===== src/rtl/multicycle_control.sv =====
// ---------------------------------------------------------------------------
// multicycle_control
//
// Purpose: main control unit of a multicycle MIPS-style datapath. It is a
// Moore FSM, so every control output is decoded from the registered state
// alone. Op is sampled only while leaving DECODE and MEMADR.
//
// Configuration macro: MC_JUMP_EN
//   defined   : opcode 000010 runs through the JUMP state (PCSrc=10).
//   undefined : there is no JUMP state logic, opcode 000010 is treated as
//               illegal, and PCSrc=10 is never driven.
//
// Ports:
//   clk        in   1  clock; all state updates on the rising edge
//   reset      in   1  synchronous, active-high; forces FETCH
//   Op         in   6  opcode field of the instruction register
//   state      out  4  current FSM state (debug)
//   illegal_op out  1  high only in ILLEGAL
//   IorD       out  1  memory address select (0 = PC, 1 = ALUOut)
//   MemWrite   out  1  memory write strobe
//   IRWrite    out  1  instruction register load
//   RegDst     out  1  destination register select (0 = rt, 1 = rd)
//   MemtoReg   out  1  write-back data select (0 = ALUOut, 1 = memory)
//   RegWrite   out  1  register file write enable
//   ALUSrcA    out  1  ALU A select (0 = PC, 1 = A register)
//   ALUSrcB    out  2  ALU B select (00 = B, 01 = 1, 10 = sign-ext imm)
//   ALUOp      out  2  ALU class (00 = add, 01 = sub, 10 = funct)
//   PCSrc      out  2  next-PC select (00 = ALU, 01 = ALUOut, 10 = jump)
//   PCWrite    out  1  unconditional PC load
//   Branch     out  1  conditional PC load (qualified by Zero outside)
//
// There is no handshake: the FSM advances on every clock edge.
// ---------------------------------------------------------------------------
module multicycle_control (
  input  logic       clk,
  input  logic       reset,
  input  logic [5:0] Op,
  output logic [3:0] state,
  output logic       illegal_op,
  output logic       IorD,
  output logic       MemWrite,
  output logic       IRWrite,
  output logic       RegDst,
  output logic       MemtoReg,
  output logic       RegWrite,
  output logic       ALUSrcA,
  output logic [1:0] ALUSrcB,
  output logic [1:0] ALUOp,
  output logic [1:0] PCSrc,
  output logic       PCWrite,
  output logic       Branch
);

  typedef enum logic [3:0] {
    FETCH    = 4'd0,
    DECODE   = 4'd1,
    MEMADR   = 4'd2,
    MEMRD    = 4'd3,
    MEMWB    = 4'd4,
    MEMWR    = 4'd5,
    EXECUTE  = 4'd6,
    ALUWB    = 4'd7,
    BRANCH   = 4'd8,
    ADDIEXEC = 4'd9,
    ADDIWB   = 4'd10,
    JUMP     = 4'd11,
    ILLEGAL  = 4'd12
  } state_t;

  localparam logic [5:0] OP_LW    = 6'b100011;
  localparam logic [5:0] OP_SW    = 6'b101011;
  localparam logic [5:0] OP_RTYPE = 6'b000000;
  localparam logic [5:0] OP_BEQ   = 6'b000100;
  localparam logic [5:0] OP_ADDI  = 6'b001000;
  localparam logic [5:0] OP_J     = 6'b000010;

  state_t state_q;
  state_t state_n;

  // State register; reset overrides every transition.
  always_ff @(posedge clk) begin
    if (reset) state_q <= FETCH;
    else       state_q <= state_n;
  end

  assign state = state_q;

  // Next-state logic. Encodings 13-15 (and 11 when the jump state is not
  // built) fall through to FETCH via the default arm.
  always_comb begin
    state_n = FETCH;
    case (state_q)
      FETCH:  state_n = DECODE;
      DECODE: begin
        case (Op)
          OP_LW, OP_SW: state_n = MEMADR;
          OP_RTYPE:     state_n = EXECUTE;
          OP_BEQ:       state_n = BRANCH;
          OP_ADDI:      state_n = ADDIEXEC;
`ifdef MC_JUMP_EN
          OP_J:         state_n = JUMP;
`endif
          default:      state_n = ILLEGAL;
        endcase
      end
      MEMADR:   state_n = (Op == OP_LW) ? MEMRD : MEMWR;
      MEMRD:    state_n = MEMWB;
      MEMWB:    state_n = FETCH;
      MEMWR:    state_n = FETCH;
      EXECUTE:  state_n = ALUWB;
      ALUWB:    state_n = FETCH;
      BRANCH:   state_n = FETCH;
      ADDIEXEC: state_n = ADDIWB;
      ADDIWB:   state_n = FETCH;
`ifdef MC_JUMP_EN
      JUMP:     state_n = FETCH;
`endif
      ILLEGAL:  state_n = FETCH;
      default:  state_n = FETCH;
    endcase
  end

  // Output decode: everything defaults to 0, each state raises only its own
  // controls. ALUSrcB=11 appears in no arm, so it can never be driven.
  always_comb begin
    illegal_op = 1'b0;
    IorD       = 1'b0;
    MemWrite   = 1'b0;
    IRWrite    = 1'b0;
    RegDst     = 1'b0;
    MemtoReg   = 1'b0;
    RegWrite   = 1'b0;
    ALUSrcA    = 1'b0;
    ALUSrcB    = 2'b00;
    ALUOp      = 2'b00;
    PCSrc      = 2'b00;
    PCWrite    = 1'b0;
    Branch     = 1'b0;
    case (state_q)
      FETCH: begin
        ALUSrcB = 2'b01;
        IRWrite = 1'b1;
        PCWrite = 1'b1;
      end
      DECODE: begin
        // Precompute the branch target into ALUOut.
        ALUSrcB = 2'b10;
      end
      MEMADR: begin
        ALUSrcA = 1'b1;
        ALUSrcB = 2'b10;
      end
      MEMRD: IorD = 1'b1;
      MEMWB: begin
        MemtoReg = 1'b1;
        RegWrite = 1'b1;
      end
      MEMWR: begin
        IorD     = 1'b1;
        MemWrite = 1'b1;
      end
      EXECUTE: begin
        ALUSrcA = 1'b1;
        ALUOp   = 2'b10;
      end
      ALUWB: begin
        RegDst   = 1'b1;
        RegWrite = 1'b1;
      end
      BRANCH: begin
        ALUSrcA = 1'b1;
        ALUOp   = 2'b01;
        PCSrc   = 2'b01;
        Branch  = 1'b1;
      end
      ADDIEXEC: begin
        ALUSrcA = 1'b1;
        ALUSrcB = 2'b10;
      end
      ADDIWB: RegWrite = 1'b1;
`ifdef MC_JUMP_EN
      JUMP: begin
        PCSrc   = 2'b10;
        PCWrite = 1'b1;
      end
`endif
      ILLEGAL: illegal_op = 1'b1;
      default: ;
    endcase
  end

endmodule


===== config.mk =====
export PLATFORM = sky130hd
export DESIGN_NAME = multicycle_control
export DESIGN_NICKNAME = d
export VERILOG_FILES = /design/src/rtl/multicycle_control.sv
export SDC_FILE = /design/constraint.sdc
export NUM_CORES = 1
export LEC_CHECK = 0
export BUFFER_PORTS_ARGS = -buffer_cell sky130_fd_sc_hd__buf_2
export CORE_AREA = 2 2 39 41
export DETAILED_ROUTE_END_ITERATION = 12
export DIE_AREA = 0 0 41 43
export PLACE_DENSITY = 0.71
export SYNTH_ARGS = -nofsm -noshare
export SYNTH_HDL_FRONTEND = slang
export SYNTH_SLANG_ARGS = --single-unit
export TNS_END_PERCENT = 5

===== constraint.sdc =====
create_clock -name clk -period 1.4 [get_ports clk]
set_clock_uncertainty 0.2 [all_clocks]
set_input_delay 0.07 -clock clk [delete_from_list [all_inputs] [get_ports clk]]
set_output_delay 0.07 -clock clk [all_outputs]
set_load 0.02 [all_outputs]

Word-level counts from Yosys, hierarchy flattened
Cells that the tools add are included. Widths: inputs -> output; s select.

Equality and inequality tests: 15. Reductions and logical operators: 7. Muxes and demuxes: 15.

Operators by type and width (number): $pmux 4 s6 (1); $eq 4x3->1 const B (4); $eq 4x4->1 const B (4); $pmux 4 s4 (1); $eq 6x6->1 const B (2); $mux 1 (10); $eq 4x2->1 const B (2); $pmux 2 s2 (2); $eq 6x3->1 const B (1); $eq 6x4->1 const B (1); $logic_not 6->1 (1); $reduce_or 3->1 (2); $eq 4x1->1 const B (1); $logic_not 4->1 (1); $reduce_or 2->1 (2); $reduce_or 4->1 (1); $mux 3 (1).

Input port bits: 8. Logic and storage cells: 38. Register bits: 4. Output and inout bits: 20.

Depth between registers and ports, before layout
Gate-level depths: netlist (run 1).

Depth in word-level cells: 4. Mapped depth: 5. Mapped depth without buffers: 4.

Worst setup path before layout (run 1)
No wires, ideal clock.

Kind: register to output. Start point: register state_q[0] (netlist: state[0]). End point: output port ALUSrcB[0]. Data arrival time: 1764 ps. Data required time: 1130 ps. Stages on the path, launching flop included: 4. Buffers on the path: 2. Path slack: -634 ps. Path through: dfxtp_1 > clkbuf_1 > nor4_1 > buf_4.

Word-level cells in the longest chain between the ends: 3. Elaborated cells between the ends (all ways): 6. Those cells by class: eq/ne: 3; mux: 1; reduce/logical: 2.

RTL lines: start, declared (line 77) `state_t state_q;`; start signal, assigned (line 83) `else state_q <= state_n;`; $eq 4x4->1, or another cell as far along (line 139) `case (state_q)`; $reduce_or 3->1 (no line); $pmux 2 s2 (*) (line 139); end, declared (line 47) `output logic [1:0] ALUSrcB,`.

Mark *: on every way between the ends. The rest lies on a longest branch, timed or not.

Worst setup path after layout (run 1)
Start point: register state_q[1] (netlist: state[1]). End point: output port RegWrite.

Word-level cells in the longest chain between the ends: 3. Elaborated cells between the ends (all ways): 5. Those cells by class: eq/ne: 3; mux: 1; reduce/logical: 1.

RTL lines: $eq 4x4->1 / $eq 4x3->1 (equally long branches) (line 139); $reduce_or 3->1 (no line) (*); $mux 1 (*) (line 139); end, declared (line 45) `output logic RegWrite,`.

Marked as above.

==> results_dict.tcl, run 1 <==
set metrics [dict create \
    ctsLongestPathBuffers 2 \
    drt_iter0_drc 6 \
    final_cell_count_no_fill 115 \
    avgSynthCellArea_sq_um 6.95 \
    clkPwrFrac_pct 18.3 \
    die_w_um 41 \
    final_common_cell "buf_4" \
    ys_warn_count 0 \
    wire_per_inst_um 12.9 \
    clock_latency_ns 0.24 \
    hold_viol_final 1 \
    crit_buf_inv 3 \
    holdWs_ns -0.0239 \
    cts_buffers 3 \
    crit_arrival_ns 1.28 \
    cp_cell_sequence "buf_6, buf_6, and3_4, o21bai_4, buf_6" \
    synthCells 61 \
    cts_tree "done" \
    worstHoldPathCells 4 \
    clkTransAtPathRegs_ns 0.05 \
    r2r_cells 3 \
    grt_overflow 0 \
    setup_viol 14 \
    synthDistinctLibCells 29 \
    synth-seq-area-share_pct 18.9 \
    rsz0062_at_grt "yes" \
    io_pins 28 \
    firstDrtPassIters 4 \
    synthXorXnorAreaFrac_pct 4.13 \
    crit_path_start "state[1]" \
    outcome "complete, but fails checks" \
    cp-start-kind "flip-flop" \
    period_minus_slack_ns 1.55 \
    final_layout_size_suffix_gt1_share_pct 70.7 \
    hold_path.class "input port to flip-flop" \
    clock-sinks 4 \
    place_congestion 0.811 \
    crit_fanout 5 \
    syn_nets 69 \
    cts-root-buf "clkbuf_4" \
    r2r_start "state[1]" \
    crit_top_cell "buf_6" \
    grt_pass1_vias 519 \
    die_y_um 43 \
    dp_hpwl_mm 1.03 \
    grt_start_max_net_pins 11 \
    core_sq_um 1380 \
    rows 14 \
    synth_mux_area_share_pct 2.65 \
    syn_to_final_growth_pct 112 \
    viasPerCell 5.19 \
    start_util_pct 30.7 \
    grt_pass1_wl_mm 2.12 \
    ys_ff_latch 4 \
    timing.final.crit_share_pct 111 \
    multi_input_area_sq_um 417 \
    fmax_mhz 644 \
    p_sw_mw 0.335 \
    dieArea_sq_um 1760 \
    largest_reg_flops 4 \
    combPwrFrac_pct 61.6 \
    regToRegEndpoint "state[0]" \
    synthSimpleGateAreaFrac_pct 34.2 \
    p_int_mw 0.475 \
    crit_path_max_incr_delay_ns 0.33 \
    critical_path.top_delay_family "buffers and inverters" \
    syn_area_sq_um 424 \
    dp.cells 108 \
    cp.required_ns 1.13 \
    final_cell_mix "19 x buf_4, 12 x buf_2, 12 x buf_6" \
    drt_wl_total_mm 1.48 \
    cap_violations 0 \
    nets 109 \
    cts_hold_buf 1 \
    finish.utilization_pct 65.1 \
    ant_nets 0 \
    seq_area_sq_um 90.1 \
    synth_compound_area_share_pct 26.0 \
    placed_cell_area_sq_um 697 \
    antennaDiodeCount 0 \
    hold_end "state[0]" \
    port_buffers 26 \
    seqPwrFrac_pct 20.2 \
    setup_ws_ns -0.154 \
    leakage_nw 0.398 \
    violations "hold timing, setup timing" \
    route.detailed.drc 0 \
    antenna_found_initial 0 \
    num-fill-cells 109 \
    maxSlewViolCount 0 \
    vdd_ir_drop_max_mv 0.487 \
    design_area_sq_um 901 \
    gr-usage-all-layers_pct 17.2 \
    num_vias 597 \
    critPathKind "flip-flop to output port" \
    rrSetupSlack_ns 0 \
    htree_levels 1 \
    end_kind "output port" \
    slowest_stage "dfxtp_2" \
    min_from "Op[5]" \
    synthAdderAreaFrac_pct 0 \
    power_density_nw_per_um2 900 \
    synth_top_family_by_area "simple AND/OR/NAND/NOR gates" \
    swShare_pct 41.4 \
]
cell type report:
class                   instances  share of cell area (%)
multi-input cells              47                    46.3
repair buffers                 44                    38.6
flip-flops and latches          4                    10.0
clock buffers                   3                    2.50
well taps                      16                    2.22
inverters                       1                   0.417
power groups by stage:
stage	logic [mW]	registers (mW)	clock network, mW
after global routing	0.539	0.167	0.153
after floorplan	0.282	0.161	0
final	0.499	0.163	0.148
after detailed placement	0.389	0.156	0
after global placement	0.384	0.153	0
after CTS	0.461	0.161	0.144
worst register-to-register path, cell delays in order, from the launching register on:
cell	delay, ns
dfxtp_2	0.33
nor4b_1	0.29
nand2_1	0.11
a2111oi_2	0.35
through the flow:
step / setup slack, ns / power (mW) / setup TNS, ns
3_3_place_gp: -0.0668 / 0.537 / -0.0976
2_1_floorplan: -0.0392 / 0.443 / -0.143
3_5_place_dp: -0.0669 / 0.545 / -0.134
5_1_grt: -0.209 / 0.859 / -2.24
6_report: -0.154 / 0.810 / -1.36
4_1_cts: -0.150 / 0.765 / -1.28
synthesized netlist by cell type, drive strengths merged:
| master | instances | area, sq um |
|---|---|---|
| a21oi | 6 | 30.0 |
| nor4 | 2 | 12.5 |
| inv | 1 | 3.75 |
| buf | 7 | 45.1 |
| dfxtp | 4 | 80.1 |
| clkbuf | 2 | 7.51 |
| nor3 | 4 | 20.0 |
| o311ai | 1 | 8.76 |
| a31oi | 1 | 6.26 |
| nor2 | 6 | 22.5 |
| nand3 | 1 | 5.00 |
| nor2b | 2 | 12.5 |
| a21bo | 1 | 10.0 |
| or2 | 1 | 6.26 |
| a2111oi | 2 | 17.5 |
| conb | 1 | 3.75 |
| o21bai | 2 | 15.0 |
| xnor2 | 1 | 8.76 |
| nand2b | 4 | 25.0 |
| a211oi | 1 | 12.5 |
| or4 | 1 | 7.51 |
| and3 | 1 | 6.26 |
| nor4b | 1 | 8.76 |
| nand2 | 3 | 11.3 |
| o21ai | 2 | 10.0 |
| nor3b | 1 | 7.51 |
| xor2 | 1 | 8.76 |
| mux2 | 1 | 11.3 |
layer usage:
layer | global-route usage (%) | routed length [um] | vias up
li1 | - | - | 293
met5 | 0 | 0 | -
met4 | 4.00 | 0 | 0
met2 | 30.9 | 795 | 28
met3 | 3.14 | 107 | 0
met1 | 19.3 | 575 | 276
cells by family (layout without fill, tap and decap cells):
group,after synthesis,after routing
other,1,1
AOI/OAI and AO/OA,16,16
xor gates and xnor gates,2,2
and+or+nand+nor,27,27
muxes,1,1
buffers and inverters,10,48
DFF,4,4
worst max-delay path by stage:
stage	slack, ns	to	cells past startpoint
floorplan	-0.04	ALUSrcB[0]	3
global placement	-0.07	state[1]	5
detailed placement	-0.07	state[1]	5
CTS	-0.15	IorD	5
global route	-0.21	IRWrite	3
finish	-0.15	RegWrite	5
what timing repair did:
action | in CTS | in global routing
pin swaps | 3 | 4
endpoints found under the hold margin | 4 | 1
endpoints found under the setup margin | 16 | 16
resized for setup | 31 | 11
buffers inserted | 1 | 2
No activity file was read; power rests on OpenSTA's default activity.
==> run 2: changes to the inputs <==
--- a/config.mk
+++ b/config.mk
@@ -9,7 +9,7 @@
 export CORE_AREA = 2 2 39 41
 export DETAILED_ROUTE_END_ITERATION = 12
 export DIE_AREA = 0 0 41 43
-export PLACE_DENSITY = 0.71
+export PLACE_DENSITY = 0.73
 export SYNTH_ARGS = -nofsm -noshare
 export SYNTH_HDL_FRONTEND = slang
 export SYNTH_SLANG_ARGS = --single-unit
==> constraint.sdc (replaced) <==
create_clock -name clk -period 1.3 [get_ports clk]
set_clock_uncertainty 0.2 [all_clocks]
set_input_delay 0.065 -clock clk [delete_from_list [all_inputs] [get_ports clk]]
set_output_delay 0.065 -clock clk [all_outputs]
set_load 0.02 [all_outputs]
==> run 2 against run 1 <==
Net effect: the run still ends with hold timing, setup timing left; flip-flop and latch count unchanged; critical path depth stayed put; final area down 0.69%; wire length decreased by 6.9%; worst hold slack got worse by 0.0087 ns; die area stayed put; power is 5.5% higher; clock power rose by 12%.
==> results_dict.tcl, run 2 (synthesis results as in run 1) <==
set metrics [dict create \
    final_layout_size_suffix_gt1_share_pct 70.0 \
    place_congestion 0.769 \
    hold_viol_final 1 \
    setup_ws_ns -0.252 \
    critPathKind "flip-flop to output port" \
    ctsLongestPathBuffers 2 \
    die_y_um 43 \
    cts-root-buf "clkbuf_4" \
    cp.required_ns 1.03 \
    drt_wl_total_mm 1.38 \
    largest_reg_flops 4 \
    io_pins 28 \
    num_vias 604 \
    grt_overflow 0 \
    pre_cts_slack_ns -0.132 \
    period_minus_slack_ns 1.55 \
    grt_start_max_net_pins 9 \
    cts_hold_buf 1 \
    maxSlewViolCount 0 \
    power_density_nw_per_um2 955 \
    crit_buf_inv 3 \
    clock_latency_ns 0.25 \
    wire_per_inst_um 11.9 \
    nets 110 \
    htree_levels 1 \
    num-fill-cells 122 \
    cap_violations 0 \
    clkTransAtPathRegs_ns 0.04 \
    dieArea_sq_um 1760 \
    cts_tree "done" \
    setup_tns_ns -2.76 \
    vdd_ir_drop_max_mv 0.535 \
    crit_path_max_incr_delay_ns 0.35 \
    end_kind "output port" \
    gr-usage-all-layers_pct 17.4 \
    rows 14 \
    antennaDiodeCount 0 \
    violations "hold timing, setup timing" \
    grt_pass1_wl_mm 2.10 \
    cp_cell_sequence "buf_12, buf_8, and3_4, o21bai_4, buf_6" \
    final_cell_mix "24 x buf_4, 11 x buf_2, 7 x buf_6" \
    crit_arrival_ns 1.29 \
    clock-sinks 4 \
    timing.final.crit_share_pct 119 \
    route.detailed.drc 0 \
    p_total_mw 0.855 \
    dp_hpwl_um 987 \
    ant_nets 0 \
    rsz0062_at_grt "yes" \
    slowest_stage "dfxtp_4" \
    cts_buffers 3 \
    leakage_nw 0.403 \
    firstDrtPassIters 4 \
    holdWs_ns -0.0326 \
    critical_path.top_delay_family "buffers and inverters" \
    outcome "complete, but fails checks" \
    start_util_pct 30.7 \
    syn_to_final_growth_pct 111 \
    antenna_found_initial 0 \
    drt_iter0_drc 9 \
    hold_path.class "input port to flip-flop" \
    port_buffers 26 \
    fmax_mhz 644 \
    crit_fanout 5 \
    viasPerCell 5.21 \
    core_sq_um 1380 \
    cp-start-kind "flip-flop" \
    die_w_um 41 \
    setup_viol 16 \
    finish.utilization_pct 64.6 \
    final_common_cell "buf_4" \
    grt_pass1_vias 526 \
]
run 2: power breakdown:
group          total (mW)  internal [mW]  leakage [nW]  switching (mW)
combinational       0.529          0.260         0.355           0.269
clock               0.166          0.104        0.0138          0.0618
sequential          0.159          0.139        0.0350          0.0204
run 2: tightest hold or removal path, stage by stage:
cell	delay, ns
buf_2	0.09
nor3_1	0.07
nand2_1	0.08
a2111oi_2	0.06
run 2: worst paths after layout:
check	slack [ns]	to	from	cells after the start
hold / removal	-0.03	state[0]	Op[5]	4
setup reg to reg	-0.12	state[0]	state[1]	4
setup / recovery	-0.25	RegWrite	state[1]	5
hold reg to reg	0.36	state[3]	state[0]	2
run 2: area by class of cell:
type	instances	area (sq um)	share of cell area [%]
timing repair buffer	45	359	40.1
sequential	4	90.1	10.1
clock buffer	3	22.5	2.52
multi-input combinational	47	399	44.6
tap	16	20.0	2.24
inverter	1	3.75	0.420
run 2: what timing repair did:
action	4_1_cts	5_1_grt
gates cloned	0	0
pin swaps	4	1
resized for setup	29	8
setup buffers	2	0
endpoints found under the hold margin	4	1
setup endpoints to repair	17	19
run 2: metrics by stage:
stage / instances / hold WS (ns) / area [sq um]
2_1_floorplan: 61 / -0.0528 / 529
3_3_place_gp: 110 / 0.0751 / 724
3_5_place_dp: 110 / 0.0718 / 724
4_1_cts: 116 / -0.0511 / 867
5_1_grt: 116 / -0.00839 / 895
6_report: 116 / -0.0326 / 895
run 2: layer usage:
metal | wire (um) | part of all wire [%] | up-vias | GRT usage, %
met5 | 0 | 0 | - | 0
met4 | 6 | 0.44 | 0 | 10.0
met3 | 121 | 8.8 | 2 | 3.14
met2 | 748 | 54 | 37 | 29.1
met1 | 500 | 36 | 269 | 18.9
li1 | - | - | 296 | -
